==> config.mk <==
export PLATFORM = sky130hd
export DESIGN_NAME = codec_cfg_sequencer
export DESIGN_NICKNAME = d
export VERILOG_FILES = /design/src/rtl/codec_cfg_sequencer_pkg.sv /design/src/rtl/codec_cfg_rom.sv /design/src/rtl/codec_cfg_sequencer.sv
export SDC_FILE = /design/constraint.sdc
export NUM_CORES = 1
export LEC_CHECK = 0
export ABC_AREA = 1
export CELL_PAD_IN_SITES_DETAIL_PLACEMENT = 0
export CELL_PAD_IN_SITES_GLOBAL_PLACEMENT = 1
export CORE_MARGIN = 1
export CORE_UTILIZATION = 24
export CTS_BUF_LIST = sky130_fd_sc_hd__clkbuf_2 sky130_fd_sc_hd__clkbuf_4 sky130_fd_sc_hd__clkbuf_8
export DETAILED_ROUTE_END_ITERATION = 10
export PLACE_DENSITY = 0.49
export SETUP_SLACK_MARGIN = 0.02
export SLEW_MARGIN = 15
export SYNTH_ARGS = -nofsm -noshare
export SYNTH_HDL_FRONTEND = slang
export SYNTH_SLANG_ARGS = --single-unit
==> constraint.sdc <==
create_clock -name clk -period 1.95 [get_ports clk]
set_clock_uncertainty 0.05 [all_clocks]
set_input_delay 0.39 -clock clk [delete_from_list [all_inputs] [get_ports clk]]
set_output_delay 0.39 -clock clk [all_outputs]
set_load 0.05 [all_outputs]
==> src/rtl/codec_cfg_sequencer_pkg.sv <==
// Shared definitions for the codec configuration sequencer.
// Contents:
//   - cfg_state_e      : sequencer FSM state encoding
//   - codec register address constants (LINVOL .. ACTIVE)
//   - default run-length, timeout and retry parameters
//   - cnt_width()      : width helper for saturating counters
package codec_cfg_sequencer_pkg;

    typedef enum logic [2:0] {
        ST_IDLE   = 3'd0,
        ST_LOAD   = 3'd1,
        ST_ISSUE  = 3'd2,
        ST_WAIT   = 3'd3,
        ST_GAP    = 3'd4,
        ST_NEXT   = 3'd5,
        ST_FINISH = 3'd6,
        ST_FAIL   = 3'd7
    } cfg_state_e;

    localparam logic [6:0] LINVOL = 7'h00;
    localparam logic [6:0] RINVOL = 7'h01;
    localparam logic [6:0] LHPOUT = 7'h02;
    localparam logic [6:0] RHPOUT = 7'h03;
    localparam logic [6:0] AAPC   = 7'h04;
    localparam logic [6:0] DAPC   = 7'h05;
    localparam logic [6:0] PDC    = 7'h06;
    localparam logic [6:0] DAIF   = 7'h07;
    localparam logic [6:0] SRC    = 7'h08;
    localparam logic [6:0] ACTIVE = 7'h09;

    localparam int unsigned DEF_N_REGS    = 32'd10;
    localparam int unsigned DEF_TIMEOUT   = 32'd1023;
    localparam int unsigned DEF_MAX_RETRY = 32'd2;

    // Bits needed to hold 0..max_val; never less than one bit.
    function automatic int unsigned cnt_width(input int unsigned max_val);
        return (max_val < 32'd1) ? 32'd1 : $clog2(max_val + 32'd1);
    endfunction

endpackage

==> src/rtl/codec_cfg_rom.sv <==
// Registered lookup table of codec configuration words.
// The table is kept here so it can be edited without touching the FSM.
// Ports:
//   clk    in  system clock, rising edge
//   rst    in  asynchronous active-low reset
//   idx_i  in  table index (captured every cycle)
//   addr_o out 7-bit codec register address of the captured entry
//   data_o out 9-bit codec register data of the captured entry
module codec_cfg_rom
    import codec_cfg_sequencer_pkg::*;
#(
    parameter int unsigned IDX_W = 4
) (
    input  logic             clk,
    input  logic             rst,
    input  logic [IDX_W-1:0] idx_i,
    output logic [6:0]       addr_o,
    output logic [8:0]       data_o
);

    logic [15:0] word_s;
    logic [15:0] word_q;

    // Table contents: {address, data}; unused indices read as zero.
    always_comb begin
        word_s = 16'h0000;
        case (idx_i)
            IDX_W'(0): word_s = {LINVOL, 9'h017};
            IDX_W'(1): word_s = {RINVOL, 9'h017};
            IDX_W'(2): word_s = {LHPOUT, 9'h079};
            IDX_W'(3): word_s = {RHPOUT, 9'h079};
            IDX_W'(4): word_s = {AAPC,   9'h012};
            IDX_W'(5): word_s = {DAPC,   9'h004};
            IDX_W'(6): word_s = {PDC,    9'h002};
            IDX_W'(7): word_s = {DAIF,   9'h042};
            IDX_W'(8): word_s = {SRC,    9'h023};
            IDX_W'(9): word_s = {ACTIVE, 9'h001};
            default:   word_s = 16'h0000;
        endcase
    end

    // Output register of the table.
    always_ff @(posedge clk or negedge rst) begin
        if (!rst) begin
            word_q <= 16'h0000;
        end else begin
            word_q <= word_s;
        end
    end

    assign addr_o = word_q[15:9];
    assign data_o = word_q[8:0];

endmodule

==> src/rtl/codec_cfg_sequencer.sv <==
// Codec configuration sequencer: walks the configuration table and drives
// the serial register-write engine one word at a time, retrying an entry on
// NACK or timeout and aborting the run once the retries are used up.
// Optional feature macro: CFG_GAP_EN adds a GAP state that idles GAP_CYC
// cycles between consecutive writes.
// Ports:
//   clk      in  system clock, rising edge
//   rst      in  asynchronous active-low reset
//   start    in  run request, sampled only in IDLE
//   busy     out run in progress
//   done     out one-cycle end-of-run pulse (success or abort)
//   err      out run aborted; sticky until the next accepted start
//   step     out index of the entry being written
//   wr_start out one-cycle write request to the engine
//   wr_addr  out codec register address
//   wr_data  out codec register data
//   wr_done  in  write completion pulse
//   wr_nack  in  qualifies wr_done; 1 = not acknowledged
module codec_cfg_sequencer
    import codec_cfg_sequencer_pkg::*;
#(
    parameter int unsigned N_REGS    = DEF_N_REGS,
    parameter int unsigned IDX_W     = 4,
    parameter int unsigned TIMEOUT   = DEF_TIMEOUT,
    parameter int unsigned MAX_RETRY = DEF_MAX_RETRY
`ifdef CFG_GAP_EN
    ,
    parameter int unsigned GAP_CYC   = 64
`endif
) (
    input  logic             clk,
    input  logic             rst,
    input  logic             start,
    output logic             busy,
    output logic             done,
    output logic             err,
    output logic [IDX_W-1:0] step,
    output logic             wr_start,
    output logic [6:0]       wr_addr,
    output logic [8:0]       wr_data,
    input  logic             wr_done,
    input  logic             wr_nack
);

    localparam int unsigned TMR_W   = cnt_width(TIMEOUT);
    localparam int unsigned RETRY_W = cnt_width(MAX_RETRY);

    cfg_state_e         state_q, state_d;
    logic [IDX_W-1:0]   idx_q, idx_d;
    logic [RETRY_W-1:0] retry_q, retry_d;
    logic [TMR_W-1:0]   timer_q, timer_d;
    logic               busy_q, busy_d;
    logic               done_q, done_d;
    logic               err_q, err_d;
    logic [IDX_W-1:0]   step_q, step_d;
    logic               wr_start_q, wr_start_d;
    logic [6:0]         wr_addr_q, wr_addr_d;
    logic [8:0]         wr_data_q, wr_data_d;
    logic [6:0]         rom_addr_s;
    logic [8:0]         rom_data_s;
    logic [TMR_W-1:0]   timer_inc_s;
    logic               timeout_s;
`ifdef CFG_GAP_EN
    localparam int unsigned GAP_W = cnt_width(GAP_CYC);
    logic [GAP_W-1:0]   gap_q, gap_d;
`endif

    // The ROM is addressed with the next index so that its registered output
    // is already valid during the LOAD cycle.
    codec_cfg_rom #(
        .IDX_W (IDX_W)
    ) u_rom (
        .clk    (clk),
        .rst    (rst),
        .idx_i  (idx_d),
        .addr_o (rom_addr_s),
        .data_o (rom_data_s)
    );

    // Saturating wait timer; timeout fires in the TIMEOUT-th WAIT cycle.
    always_comb begin
        if (timer_q == TMR_W'(TIMEOUT)) begin
            timer_inc_s = timer_q;
        end else begin
            timer_inc_s = timer_q + TMR_W'(1);
        end
        timeout_s = (timer_inc_s == TMR_W'(TIMEOUT));
    end

    // Next-state and registered-output logic.
    always_comb begin
        state_d    = state_q;
        idx_d      = idx_q;
        retry_d    = retry_q;
        timer_d    = timer_q;
        busy_d     = busy_q;
        done_d     = 1'b0;
        err_d      = err_q;
        step_d     = step_q;
        wr_start_d = 1'b0;
        wr_addr_d  = wr_addr_q;
        wr_data_d  = wr_data_q;
`ifdef CFG_GAP_EN
        gap_d      = gap_q;
`endif
        case (state_q)
            ST_IDLE: begin
                if (start) begin
                    state_d = ST_LOAD;
                    idx_d   = {IDX_W{1'b0}};
                    retry_d = {RETRY_W{1'b0}};
                    err_d   = 1'b0;
                    busy_d  = 1'b1;
                end else begin
                    state_d = ST_IDLE;
                end
            end
            ST_LOAD: begin
                // wr_start is raised here so the registered pulse lands in ISSUE.
                state_d    = ST_ISSUE;
                wr_addr_d  = rom_addr_s;
                wr_data_d  = rom_data_s;
                step_d     = idx_q;
                wr_start_d = 1'b1;
            end
            ST_ISSUE: begin
                state_d = ST_WAIT;
                timer_d = {TMR_W{1'b0}};
            end
            ST_WAIT: begin
                timer_d = timer_inc_s;
                // wr_done is tested first so a completion in the timeout cycle wins.
                if (wr_done && !wr_nack) begin
                    state_d = ST_NEXT;
                end else if (wr_done || timeout_s) begin
                    if (retry_q < RETRY_W'(MAX_RETRY)) begin
                        retry_d    = retry_q + RETRY_W'(1);
                        state_d    = ST_ISSUE;
                        wr_start_d = 1'b1;
                    end else begin
                        state_d = ST_FAIL;
                        err_d   = 1'b1;
                        done_d  = 1'b1;
                    end
                end else begin
                    state_d = ST_WAIT;
                end
            end
            ST_NEXT: begin
                if (idx_q == IDX_W'(N_REGS - 32'd1)) begin
                    state_d = ST_FINISH;
                    done_d  = 1'b1;
                end else begin
                    idx_d   = idx_q + IDX_W'(1);
                    retry_d = {RETRY_W{1'b0}};
`ifdef CFG_GAP_EN
                    gap_d   = {GAP_W{1'b0}};
                    state_d = ST_GAP;
`else
                    state_d = ST_LOAD;
`endif
                end
            end
`ifdef CFG_GAP_EN
            ST_GAP: begin
                if (gap_q == GAP_W'(GAP_CYC - 32'd1)) begin
                    state_d = ST_LOAD;
                end else begin
                    gap_d   = gap_q + GAP_W'(1);
                end
            end
`endif
            ST_FINISH: begin
                state_d = ST_IDLE;
                busy_d  = 1'b0;
            end
            ST_FAIL: begin
                state_d = ST_IDLE;
                busy_d  = 1'b0;
            end
            default: begin
                state_d = ST_IDLE;
                busy_d  = 1'b0;
            end
        endcase
    end

    // State, counters and output registers.
    always_ff @(posedge clk or negedge rst) begin
        if (!rst) begin
            state_q    <= ST_IDLE;
            idx_q      <= {IDX_W{1'b0}};
            retry_q    <= {RETRY_W{1'b0}};
            timer_q    <= {TMR_W{1'b0}};
            busy_q     <= 1'b0;
            done_q     <= 1'b0;
            err_q      <= 1'b0;
            step_q     <= {IDX_W{1'b0}};
            wr_start_q <= 1'b0;
            wr_addr_q  <= 7'h00;
            wr_data_q  <= 9'h000;
        end else begin
            state_q    <= state_d;
            idx_q      <= idx_d;
            retry_q    <= retry_d;
            timer_q    <= timer_d;
            busy_q     <= busy_d;
            done_q     <= done_d;
            err_q      <= err_d;
            step_q     <= step_d;
            wr_start_q <= wr_start_d;
            wr_addr_q  <= wr_addr_d;
            wr_data_q  <= wr_data_d;
        end
    end

`ifdef CFG_GAP_EN
    // Inter-write idle counter.
    always_ff @(posedge clk or negedge rst) begin
        if (!rst) begin
            gap_q <= {GAP_W{1'b0}};
        end else begin
            gap_q <= gap_d;
        end
    end
`endif

    assign busy     = busy_q;
    assign done     = done_q;
    assign err      = err_q;
    assign step     = step_q;
    assign wr_start = wr_start_q;
    assign wr_addr  = wr_addr_q;
    assign wr_data  = wr_data_q;

endmodule

==> metrics <==
Max Freq 550 MHz; wl on met1 2.85 mm; routed length per instance between 10 and 15 um; count leader, synth nand2_1; global-route usage over all layers around an eighth; total power draw between 0.003 and 0.004 W; P_sw 0.00184 W; sequential area share after synthesis between 40% and 50%; Flop pwr share between 30% and 40%; ys async rst share 100%; post-route ant nets 0; switch share a little under half; setup ws final between 0.1 and 0.15 ns; core area ~10000 um2; clock network fraction of total power between 10% and 20%; Mapped Area roughly 2500 um2; ranking of synthesized cells by area dfrtp_1 (50%), nand2_1 (14%), inv_1 (4.6%); detailed router's first-iteration violation count 51; FP Rows 36; Worst Hold Path Cells 2; CP startpoint kind register; FF-to-FF setup slack around 0.13 ns; Worst Reg-to-Reg Cells 10; Die X around 100 um; Final period util 93.3%; HP Start u_rom.word_q[5]$_DFF_PN0_; nets between 300 and 400; grt total ovfl 0; Yosys top cell area share between 40% and 50%; Post-synth EDFFs 0; Max-Cap Viols 0; DIE AREA roughly 11000 um2; dpl hpwl approximately 4.1 mm; most used cell, CP nand2_2; WL final between 5 and 6 mm; reg2reg end u_rom.word_q[1]$_DFF_PN0_; crit-path max FO 6; synth unique cells 32; # diodes 0; vias in the first global route roughly 1900; worst vdd ir approximately 600 uV; CP cell instances ha_1 -> nand3_1 -> nand2_2 -> buf_4 -> o22ai_4 -> inv_2 -> nand2_2 -> o21ai_1 -> o31ai_2 -> inv_1; CTS root buffer clkbuf_8; I/O pin cnt 29; Req. time, crit path roughly 2.1 ns; clk buf depth 2; Tmin final roughly 1.8 ns; clk slew on worst S/H paths roughly 0.10 ns; met2 routed WL approximately 2.6 mm; first-pass GRT wire length 9.30 mm; die span in y ~100 um; Top delay family on crit path flip-flops; Pint between 0.002 and 0.0025 W; Most used DFF post-synth dfrtp_1; htree depth 2; design area ~3000 um2; critical path type reg2reg; synth cell count leaders nand2_1 (91), dfrtp_1 (49), inv_1 (30); synthesized instance count a little under 300; top cell type by total area after synthesis dfrtp_1; pre-CTS WS -0.0169 ns; metal3 WL 148 um; fill count 1060; RePlAce Congestion 0.777; final core occ a little under a third; CTS tree built; Leak ~1.5 nW; TritonCTS Buffers 5; Crit path largest cell delay 0.44 ns; # port buffers 23; WP buf/inv 3; Residual DRC 0; #FFs+latches synth between 40 and 50; Syn Area/Cell around 8.4 um2; Vias/cell between 4 and 5; Skew-Pair Late Insertion Delay ~0.31 ns; status finished clean; endpoints failing hold 0; # setup viols final 0; worst min-delay path category reg2reg; share of layout cells above drive strength 1 between 20% and 30%; Area Overhead vs Synth 22.8%; Cell Area, Placed ~2900 um2; unrepaired setup endpoints after global routing false; Initial Util between 20% and 30%; slowest stage cell, crit path dfrtp_1; drt pass-1 iters 4; Crit path arrival time just under 2 ns; worst slew pin tran 0.667 ns; initial antenna violation count 0; Gate power share a little under half; vias roughly 1900; fin. max-slew vios 0; R2R Path Start idx_q[0]$_DFF_PN0_; Worst path depth 10; largest net degree at the start of global routing 40; max_slew headroom between 50% and 60%; power per cell area ~1300 nW/um2; top sig layer met4; Worst Hold Endpoint wr_data[5]$_DFFE_PN0P_; CP Capture Type register; Clock Sinks between 40 and 50; yosys warns 0
==> state kept, by name (all words and copies together) (netlist names) <==
signal,cells
busy,1
done,1
err,1
idx_q,4
retry_q,2
state_q,3
step,4
timer_q,10
u_rom.word_q,11
wr_addr,4
wr_data,7
wr_start,1
==> final cells by class <==
cell class	instances	area, um2	area share [%]
Sequential cell	49	1230	40.7
Inverter	35	131	4.35
Timing Repair Buffer	38	313	10.4
Tap cell	133	166	5.51
Clock inverter	3	25.0	0.829
Clock buffer	5	68.8	2.28
Multi-Input combinational cell	201	1080	35.9
==> cells in the final DEF, fill, tap and decap left out, types with 6 or more instances in the layout <==
cell,synthesis,routed
o21ai_0,10,10
nand3_1,13,13
dfrtp_1,49,47
inv_1,30,29
nor2_1,19,18
nand2_1,91,91
buf_4,6,29
nand2_2,9,9
inv_2,5,6
nor2_4,8,8
==> stage by stage <==
| stage | std cells | setup TNS [ns] | hold slack, ns |
|---|---|---|---|
| after floorplan | 295 | 0 | 0.0444 |
| after global placement | 451 | 0 | 0.247 |
| after detailed placement | 451 | -0.0169 | 0.252 |
| after CTS | 460 | 0 | 0.407 |
| after global routing | 464 | 0 | 0.421 |
| final | 464 | 0 | 0.398 |
==> worst max-delay path by stage <==
stage	start	end	slack (ns)
2_1_floorplan	timer_q[1]$_DFFE_PN0P_	retry_q[1]$_DFFE_PN0P_	0.28
3_3_place_gp	start	u_rom.word_q[1]$_DFF_PN0_	0.01
3_5_place_dp	start	u_rom.word_q[1]$_DFF_PN0_	-0.02
4_1_cts	idx_q[1]$_DFF_PN0_	u_rom.word_q[1]$_DFF_PN0_	0.03
5_1_grt	idx_q[0]$_DFF_PN0_	u_rom.word_q[1]$_DFF_PN0_	0.01
6_report	idx_q[0]$_DFF_PN0_	u_rom.word_q[1]$_DFF_PN0_	0.13
==> routing by layer <==
| layer | GRT usage, % | up-vias |
|---|---|---|
| li1 | - | 988 |
| met1 | 16.1 | 890 |
| met2 | 18.7 | 25 |
| met3 | 2.49 | 2 |
| met4 | 3.25 | 0 |
| met5 | 0 | - |
==> timing repair <==
action	in CTS	in global routing
pin swaps	0	2
resized for setup	2	10
setup endpoints to repair	2	6
endpoints found under the hold margin	10	0
hold buffers	1	0
setup buffers	0	4
==> tightest hold or removal path: cells and delay by family, from the launching register on <==
| kind | cells | cell delay [ns] |
|---|---|---|
| AND/OR/NAND/NOR | 2 | 0.10 |
| flip-flops | 1 | 0.33 |
==> cell families (layout without fill, tap and decap cells) <==
| family | Yosys count | count (layout) | share of synthesized area [%] |
|---|---|---|---|
| AND/OR/NAND/NOR | 161 | 161 | 31.9 |
| adder cells (fa/ha/maj) | 3 | 3 | 1.53 |
| flip-flops | 49 | 49 | 49.9 |
| XOR/XNOR | 2 | 2 | 0.713 |
| buffers and inverters | 45 | 81 | 7.84 |
| AO/OA/AOI/OAI | 30 | 30 | 7.99 |
| other | 1 | 5 | 0.153 |
==> power by group through the flow <==
stage	clock, W	combinational, W	sequential [W]
finish	0.000649	0.00188	0.00146
global route	0.000733	0.00207	0.00150
CTS	0.000688	0.00186	0.00145
detailed placement	0	0.00186	0.00147
global placement	0	0.00187	0.00147
floorplan	0	0.000836	0.00190
No activity file was read; power rests on OpenSTA's default activity.
